==> config.mk <==
export PLATFORM = sky130hd
export DESIGN_NAME = mac_keyboard_flat
export DESIGN_NICKNAME = d
export VERILOG_FILES = /design/src/rtl/mac_kbd_pkg.sv /design/src/rtl/mac_keyboard_if.sv /design/src/rtl/mac_kbd_fifo.sv /design/src/rtl/mac_keyboard.sv /design/src/flat_wrapper.sv
export SDC_FILE = /design/constraint.sdc
export NUM_CORES = 1
export LEC_CHECK = 0
export ABC_AREA = 1
export CAP_MARGIN = 20
export CELL_PAD_IN_SITES_DETAIL_PLACEMENT = 0
export CELL_PAD_IN_SITES_GLOBAL_PLACEMENT = 1
export CORE_MARGIN = 8
export CORE_UTILIZATION = 43
export CTS_BUF_LIST = sky130_fd_sc_hd__clkbuf_8
export CTS_CLUSTER_DIAMETER = 80
export DETAILED_ROUTE_END_ITERATION = 8
export PLACE_DENSITY = 0.75
export SLEW_MARGIN = 25
export SYNTH_ARGS = -nofsm -noshare
export SYNTH_HDL_FRONTEND = slang
export SYNTH_SLANG_ARGS = --single-unit
export TNS_END_PERCENT = 5
==> constraint.sdc <==
create_clock -name clk -period 2.25 [get_ports clk]
set_input_delay 0.45 -clock clk [delete_from_list [all_inputs] [get_ports clk]]
set_output_delay 0.45 -clock clk [all_outputs]
set_load 0.03 [all_outputs]
==> src/rtl/mac_kbd_pkg.sv <==
// Shared definitions for the Mac keyboard protocol engine: command codes, reply
// bytes, FSM states and the keypad byte-sequence helpers used with MAC_KBD_KEYPAD_EN.
package mac_kbd_pkg;

  localparam logic [7:0] CMD_INQUIRY   = 8'h10;
  localparam logic [7:0] CMD_INSTANT   = 8'h14;
  localparam logic [7:0] CMD_MODEL     = 8'h16;
  localparam logic [7:0] CMD_TEST      = 8'h36;
  localparam logic [7:0] NULL_REPLY    = 8'h7B;
  localparam logic [7:0] KEYPAD_PREFIX = 8'h79;
  localparam logic [6:0] SHIFT_PREFIX  = 7'h71;

  typedef enum logic [1:0] {ST_IDLE, ST_PACE, ST_INQ} state_e;
  typedef enum logic [1:0] {OP_INQUIRY, OP_INSTANT, OP_MODEL, OP_TEST} op_e;

  // Byte emitted for a queued key at a given phase: shift prefix, keypad prefix, code.
  function automatic logic [7:0] key_byte(input logic [1:0] ext, input logic [7:0] code,
                                          input logic [1:0] phase);
    if (ext[1] && phase == 2'd0) return {code[7], SHIFT_PREFIX};
    if (ext[0] && phase == {1'b0, ext[1]}) return KEYPAD_PREFIX;
    return code;
  endfunction

  function automatic logic key_last(input logic [1:0] ext, input logic [1:0] phase);
    return phase == ({1'b0, ext[1]} + {1'b0, ext[0]});
  endfunction

endpackage

==> src/rtl/mac_keyboard_if.sv <==
// Keyboard-side and Mac-side signal bundle of the keyboard engine.
interface mac_keyboard_if #(
  parameter int FIFO_DEPTH = 8
);
  logic                          kbd_strobe;
  logic [7:0]                    kbd_data;
  logic [1:0]                    kbd_ext;
  logic [7:0]                    data_out;
  logic                          strobe_out;
  logic [7:0]                    data_in;
  logic                          strobe_in;
  logic [$clog2(FIFO_DEPTH):0]   fifo_level;
  logic                          overflow;

  modport master (
    output kbd_strobe, kbd_data, kbd_ext, data_out, strobe_out,
    input  data_in, strobe_in, fifo_level, overflow
  );

  modport slave (
    input  kbd_strobe, kbd_data, kbd_ext, data_out, strobe_out,
    output data_in, strobe_in, fifo_level, overflow
  );
endinterface

==> src/rtl/mac_kbd_fifo.sv <==
// Key queue: power-of-two circular buffer with flush; a push is accepted when full
// if a pop or flush frees a slot in the same cycle.
module mac_kbd_fifo #(
  parameter int WIDTH = 8,
  parameter int DEPTH = 8
) (
  input  logic                     clk,
  input  logic                     reset_n,
  input  logic                     push,
  input  logic                     pop,
  input  logic                     flush,
  input  logic [WIDTH-1:0]         din,
  output logic [WIDTH-1:0]         head,
  output logic [$clog2(DEPTH):0]   level,
  output logic                     full,
  output logic                     empty
);
  localparam int AW = $clog2(DEPTH);

  logic [WIDTH-1:0] mem_q [DEPTH];
  logic [AW-1:0]    rd_ptr_q, rd_ptr_d, wr_ptr_q, wr_ptr_d;
  logic [AW:0]      count_q, count_d;
  logic             do_push, do_pop;

  assign full  = (count_q == (AW+1)'(DEPTH));
  assign empty = (count_q == '0);
  assign level = count_q;
  assign head  = mem_q[rd_ptr_q];

  always_comb begin
    do_pop   = pop && !empty && !flush;
    do_push  = push && (!full || do_pop || flush);
    rd_ptr_d = rd_ptr_q;
    wr_ptr_d = wr_ptr_q;
    count_d  = count_q;
    if (flush) begin
      rd_ptr_d = wr_ptr_q;
      count_d  = '0;
    end else if (do_pop) begin
      rd_ptr_d = rd_ptr_q + 1'b1;
      count_d  = count_q - 1'b1;
    end
    if (do_push) begin
      wr_ptr_d = wr_ptr_q + 1'b1;
      count_d  = count_d + 1'b1;
    end
  end

  always_ff @(posedge clk or negedge reset_n) begin
    if (!reset_n) begin
      rd_ptr_q <= '0;
      wr_ptr_q <= '0;
      count_q  <= '0;
    end else begin
      rd_ptr_q <= rd_ptr_d;
      wr_ptr_q <= wr_ptr_d;
      count_q  <= count_d;
    end
  end

  always_ff @(posedge clk) begin
    if (do_push) mem_q[wr_ptr_q] <= din;
  end

endmodule

==> src/rtl/mac_keyboard.sv <==
// Mac keyboard protocol engine: captures toggle-strobed keys into a queue and answers
// paced Mac commands. MAC_KBD_KEYPAD_EN enables keypad/shift prefix byte sequences.
module mac_keyboard #(
  parameter int         FIFO_DEPTH  = 8,
  parameter int         SHORT_TICKS = 4095,
  parameter int         LONG_TICKS  = 1048575,
  parameter logic [7:0] MODEL_ID    = 8'h0B,
  parameter logic [7:0] TEST_ACK    = 8'h7D
) (
  input  logic              clk,
  input  logic              reset_n,
  input  logic              en,
  mac_keyboard_if.slave     bus
);
  import mac_kbd_pkg::*;

  localparam int PW = $clog2(LONG_TICKS + 1);
  localparam logic [PW-1:0] SHORT_P = PW'(SHORT_TICKS);
  localparam logic [PW-1:0] LONG_P  = PW'(LONG_TICKS);
  localparam int LW = $clog2(FIFO_DEPTH) + 1;
`ifdef MAC_KBD_KEYPAD_EN
  localparam int ENTRY_W = 10;
`else
  localparam int ENTRY_W = 8;
`endif

  state_e              state_q, state_d;
  op_e                 op_q, op_d;
  logic [PW-1:0]       pacer_q, pacer_d;
  logic                ks_q, ks_d, primed_q, primed_d;
  logic                overflow_q, overflow_d;
  logic                strobe_in_q, strobe_in_d;
  logic [7:0]          data_in_q, data_in_d;
  logic                push, pop, flush, take_key, full, empty;
  logic [ENTRY_W-1:0]  entry_in, head;
  logic [LW-1:0]       level;
  logic [7:0]          next_byte;
  logic                next_last;

`ifdef MAC_KBD_KEYPAD_EN
  logic [1:0] phase_q, phase_d;

  assign entry_in  = {bus.kbd_ext, bus.kbd_data};
  assign next_byte = key_byte(head[9:8], head[7:0], phase_q);
  assign next_last = key_last(head[9:8], phase_q);

  always_comb begin
    phase_d = phase_q;
    if (take_key) phase_d = next_last ? 2'd0 : phase_q + 2'd1;
    if (flush)    phase_d = 2'd0;
  end

  always_ff @(posedge clk or negedge reset_n) begin
    if (!reset_n) phase_q <= 2'd0;
    else          phase_q <= phase_d;
  end
`else
  logic unused_ext;
  assign unused_ext = ^bus.kbd_ext;
  assign entry_in   = bus.kbd_data;
  assign next_byte  = head;
  assign next_last  = 1'b1;
`endif

  assign pop = take_key && next_last;

  mac_kbd_fifo #(.WIDTH(ENTRY_W), .DEPTH(FIFO_DEPTH)) u_fifo (
    .clk     (clk),
    .reset_n (reset_n),
    .push    (push),
    .pop     (pop),
    .flush   (flush),
    .din     (entry_in),
    .head    (head),
    .level   (level),
    .full    (full),
    .empty   (empty)
  );

  always_comb begin
    state_d     = state_q;
    op_d        = op_q;
    pacer_d     = pacer_q;
    ks_d        = ks_q;
    primed_d    = primed_q;
    overflow_d  = overflow_q;
    strobe_in_d = strobe_in_q;
    data_in_d   = data_in_q;
    push        = 1'b0;
    flush       = 1'b0;
    take_key    = 1'b0;
    if (en) begin
      strobe_in_d = 1'b0;
      ks_d        = bus.kbd_strobe;
      primed_d    = 1'b1;
      push        = primed_q && (bus.kbd_strobe != ks_q);
      if (pacer_q != LONG_P) pacer_d = pacer_q + 1'b1;

      // Reply decisions; the reply registers even if a new command arrives this cycle.
      case (state_q)
        ST_PACE: begin
          if (pacer_q == SHORT_P) begin
            state_d     = ST_IDLE;
            strobe_in_d = 1'b1;
            case (op_q)
              OP_MODEL:   data_in_d = MODEL_ID;
              OP_TEST:    data_in_d = TEST_ACK;
              OP_INSTANT: begin
                if (empty) data_in_d = NULL_REPLY;
                else       take_key  = 1'b1;
              end
              default: begin
                state_d     = ST_INQ;
                strobe_in_d = 1'b0;
              end
            endcase
          end
        end
        ST_INQ: begin
          if (!empty) begin
            take_key    = 1'b1;
            strobe_in_d = 1'b1;
            state_d     = ST_IDLE;
          end else if (pacer_q == LONG_P) begin
            data_in_d   = NULL_REPLY;
            strobe_in_d = 1'b1;
            state_d     = ST_IDLE;
          end
        end
        default: ;
      endcase
      if (take_key) data_in_d = next_byte;

      if (bus.strobe_out) begin
        pacer_d = '0;
        state_d = ST_PACE;
        case (bus.data_out)
          CMD_INQUIRY: op_d = OP_INQUIRY;
          CMD_INSTANT: op_d = OP_INSTANT;
          CMD_MODEL: begin
            op_d  = OP_MODEL;
            flush = 1'b1;
          end
          CMD_TEST: begin
            op_d       = OP_TEST;
            flush      = 1'b1;
            overflow_d = 1'b0;
          end
          default: state_d = ST_IDLE;
        endcase
      end

      if (push && full && !pop && !flush) overflow_d = 1'b1;
    end
  end

  always_ff @(posedge clk or negedge reset_n) begin
    if (!reset_n) begin
      state_q     <= ST_IDLE;
      op_q        <= OP_INQUIRY;
      pacer_q     <= '0;
      ks_q        <= 1'b0;
      primed_q    <= 1'b0;
      overflow_q  <= 1'b0;
      strobe_in_q <= 1'b0;
      data_in_q   <= NULL_REPLY;
    end else begin
      state_q     <= state_d;
      op_q        <= op_d;
      pacer_q     <= pacer_d;
      ks_q        <= ks_d;
      primed_q    <= primed_d;
      overflow_q  <= overflow_d;
      strobe_in_q <= strobe_in_d;
      data_in_q   <= data_in_d;
    end
  end

  assign bus.data_in    = data_in_q;
  assign bus.strobe_in  = strobe_in_q;
  assign bus.fifo_level = level;
  assign bus.overflow   = overflow_q;

endmodule

==> src/flat_wrapper.sv <==
// flat-port wrapper written by rule: the top's interface ports become plain ports
module mac_keyboard_flat import mac_kbd_pkg::*;
#(
  parameter int         FIFO_DEPTH  = 8,
  parameter int         SHORT_TICKS = 4095,
  parameter int         LONG_TICKS  = 1048575,
  parameter logic [7:0] MODEL_ID    = 8'h0B,
  parameter logic [7:0] TEST_ACK    = 8'h7D
)
  (clk, reset_n, en, bus_kbd_strobe, bus_kbd_data, bus_kbd_ext, bus_data_out, bus_strobe_out, bus_data_in, bus_strobe_in, bus_fifo_level, bus_overflow);
  mac_keyboard_if #(.FIFO_DEPTH(FIFO_DEPTH)) bus_i ();
  input  logic clk;
  input  logic reset_n;
  input  logic en;
  input wire logic [$bits(bus_i.kbd_strobe)-1:0] bus_kbd_strobe;
  input wire logic [$bits(bus_i.kbd_data)-1:0] bus_kbd_data;
  input wire logic [$bits(bus_i.kbd_ext)-1:0] bus_kbd_ext;
  input wire logic [$bits(bus_i.data_out)-1:0] bus_data_out;
  input wire logic [$bits(bus_i.strobe_out)-1:0] bus_strobe_out;
  output wire logic [$bits(bus_i.data_in)-1:0] bus_data_in;
  output wire logic [$bits(bus_i.strobe_in)-1:0] bus_strobe_in;
  output wire logic [$bits(bus_i.fifo_level)-1:0] bus_fifo_level;
  output wire logic [$bits(bus_i.overflow)-1:0] bus_overflow;
  assign bus_i.kbd_strobe = bus_kbd_strobe;
  assign bus_i.kbd_data = bus_kbd_data;
  assign bus_i.kbd_ext = bus_kbd_ext;
  assign bus_i.data_out = bus_data_out;
  assign bus_i.strobe_out = bus_strobe_out;
  assign bus_data_in = bus_i.data_in;
  assign bus_strobe_in = bus_i.strobe_in;
  assign bus_fifo_level = bus_i.fifo_level;
  assign bus_overflow = bus_i.overflow;
  mac_keyboard #(.FIFO_DEPTH(FIFO_DEPTH), .SHORT_TICKS(SHORT_TICKS), .LONG_TICKS(LONG_TICKS), .MODEL_ID(MODEL_ID), .TEST_ACK(TEST_ACK)) u_core (.clk(clk), .reset_n(reset_n), .en(en), .bus(bus_i));
endmodule
==> results <==
==> registers in the layout (all words and copies together) (netlist names), 2 cells and up <==
| register | flops |
|---|---|
| u_core.op_q | 2 |
| u_core.bus.data_in | 8 |
| u_core.u_fifo.rd_ptr_q | 3 |
| u_core.state_q | 2 |
| u_core.pacer_q | 20 |
| u_core.u_fifo.mem_q | 64 |
| u_core.u_fifo.wr_ptr_q | 3 |
| u_core.u_fifo.level | 4 |
==> critical path: stages, from the launching register on <==
cell	delay, ps
dfrtp_2	430
inv_1	130
ha_1	200
nand3_2	100
nand2_1	90
inv_2	50
nand3_4	80
nand2_4	60
buf_4	150
nand2_1	190
clkinv_1	240
nand3_1	140
nand3_1	80
nand2_1	70
==> power by group through the flow <==
stage | Combinational [mW] | Sequential [mW] | Clock [mW]
after floorplan | 1.31 | 2.86 | 0
after global placement | 2.33 | 2.68 | 0
after global routing | 2.67 | 2.68 | 1.46
final | 2.39 | 2.65 | 1.34
after CTS | 2.40 | 2.65 | 1.39
after detailed placement | 2.39 | 2.69 | 0
==> placed cells by master (no fill, tap or decap), types with 2 or more instances in the layout <==
cell type          n
nand3_2            3
a21oi_2            2
inv_6              4
nand2_4            6
nand2_2           11
buf_12             7
dfrtp_2            2
nor3_4             2
a31oi_1            5
o41ai_1            2
buf_4             43
clkbuf_8           9
o22ai_1            2
and3_1             2
nand2_1          102
o221ai_1           5
nand3_1           48
nor2_4             2
dfrtp_1           38
o21ai_0           41
bufinv_16          2
nor2_2             8
a21oi_1           23
edfxtp_1          64
clkdlybuf4s50_1   33
dfstp_2            6
xor2_1             4
clkinv_1           3
nor2_1            60
ha_1               6
inv_1             53
nor3_1             9
nand4_1           16
inv_2              4
or2_2              4
==> final timing paths <==
check,startpoint,to,cells past startpoint
min reg2reg,u_core.primed_q,u_core.primed_q,1
min in group clk,u_core.primed_q,u_core.primed_q,1
min,reset_n,u_core.pacer_q[3],1
max reg2reg,u_core.u_fifo.level[0],u_core.bus.data_in[2],13
max in group asynchronous,reset_n,u_core.bus.data_in[1],2
max,u_core.u_fifo.level[0],u_core.bus.data_in[2],13
==> final cells by class <==
type | instances | area [um2] | area share
sequential | 110 | 3080 | 0.469
clock buffer | 9 | 124 | 0.0188
clock inverter | 7 | 103 | 0.0156
tap | 168 | 210 | 0.0320
multi-input combinational | 377 | 2020 | 0.308
timing repair buffer | 84 | 798 | 0.121
inverter | 61 | 234 | 0.0356
==> logic make-up after synthesis <==
kind of cell,Yosys count,synth area share
AOI/OAI and AO/OA,84,0.0883
xor gates and xnor gates,5,0.00818
adders and majority gates,8,0.0187
buffers and inverters,77,0.0568
DFF,110,0.575
and+or+nand+nor,280,0.253
==> per-layer routing <==
layer | wire, um | vias up | share of wire
met5 | 0 | - | 0
met4 | 109 | 0 | 0.0088
met3 | 581 | 8 | 0.047
met2 | 5720 | 76 | 0.46
met1 | 5930 | 1955 | 0.48
li1 | - | 2070 | -
==> what timing repair did <==
item | in CTS | in global routing
resized for setup | 0 | 8
setup endpoints to repair | 0 | 58
buffers inserted | 0 | 1
==> reports/metrics.yaml <==
synthToLayoutAreaGrowth_pct: 22.8
power_frac_seq: 0.415
fin_area_um2: 6580
rows: 40
nFillCells: 1111
max_freq_mhz: 479
p_sw_frac: 0.373
hp-class: "in -> async"
nNetsFinal: 674
worst_hold_slack_ps: 37.4
synth_largest_area_cell: "edfxtp_1"
initial_utilization: 0.444
synth_common_cells: "nand2_1, nor2_1, edfxtp_1"
ys_async_sr_fraction: 0.418
drcViolationCount: 0
die_width_um: 128
hold_buffers: 0
fin_cells: 816
dp.cells: 799
wl_per_cell_um: 15.1
synth.net_count: 595
clockRootBuffer: "clkbuf_8"
gr-usage-all-layers: 0.160
ir_worst_vdd_mv: 0.675
report.final.slew_viol_count: 0
drive_gt1_frac: 0.191
clock_power_share: 0.210
synthDistinctLibCells: 42
grt_pass1_wl_um: 20500
synthCells: 564
cp_max_fo: 6
clock_path_buffers: 2
skew_ps: 13.3
powerDensity_nw_per_um2: 970
use_met2: 0.248
clock-sinks: 110
ios: 37
ys_top_cells_by_area: "edfxtp_1, dfrtp_1, nand2_1"
gp_congestion: 0.788
tritoncts: "yes"
diodes: 0
totalPowerFinal_mw: 6.38
tns_ps: 0
drv_cap: 0
dieArea_um2: 16300
clock_latency_ps: 380
first_pass_iters: 5
dp_slack_ps: -129
required_ps: 2580
status: "completed"
core-area_um2: 12100
syn_area_um2: 5350
yosys_warnings: 0
htreeDepth: 3
final_util: 0.545
grt_use_met3: 0.0437
vias: 4109
p_sw_mw: 2.38
cp-start-kind: "register"
numPortBuffers: 34
clk_pin_slew_ps: 110
die_y_um: 128
setup_ws_ps: 161
crit_type: "reg -> reg"
synth_edf_count: 64
dp_hpwl_um: 8940
period_needed_ps: 2090
worst_setup_path_end_kind: "register"
synth-seq-cells: 110
drt_first_iter_violations: 347
worstPathArrival_ps: 2420
grt-ovfl-total: 0
max_slew_margin: 0.637
wl_um: 12300
p_int_mw: 4.00
grt_antenna_before_repair: 0
placed_cell_area_um2: 6310
use_met1: 0.218
ys.flop_type: "edfxtp_1"
yosysMostFrequentCell: "nand2_1"
yosysSeqAreaShare: 0.575
ant_nets: 0
grt.busiest_layer: "met2"
avgSynthCellArea_um2: 9.49
post-route-period-util: 0.929
cts_made_buffers: 9
p_comb_frac: 0.375
tightest_slew_ps: 545
viasPerCell: 5.04
setup_viol: 0
grt_pass1_vias: 4069
synth_top_area_share: 0.359
ff2ff_setup_slack_ps: 160
p_leak_nw: 2.78
finalHoldViolations: 0
grt_max_degree: 30
No activity file was read; power rests on OpenSTA's default activity.
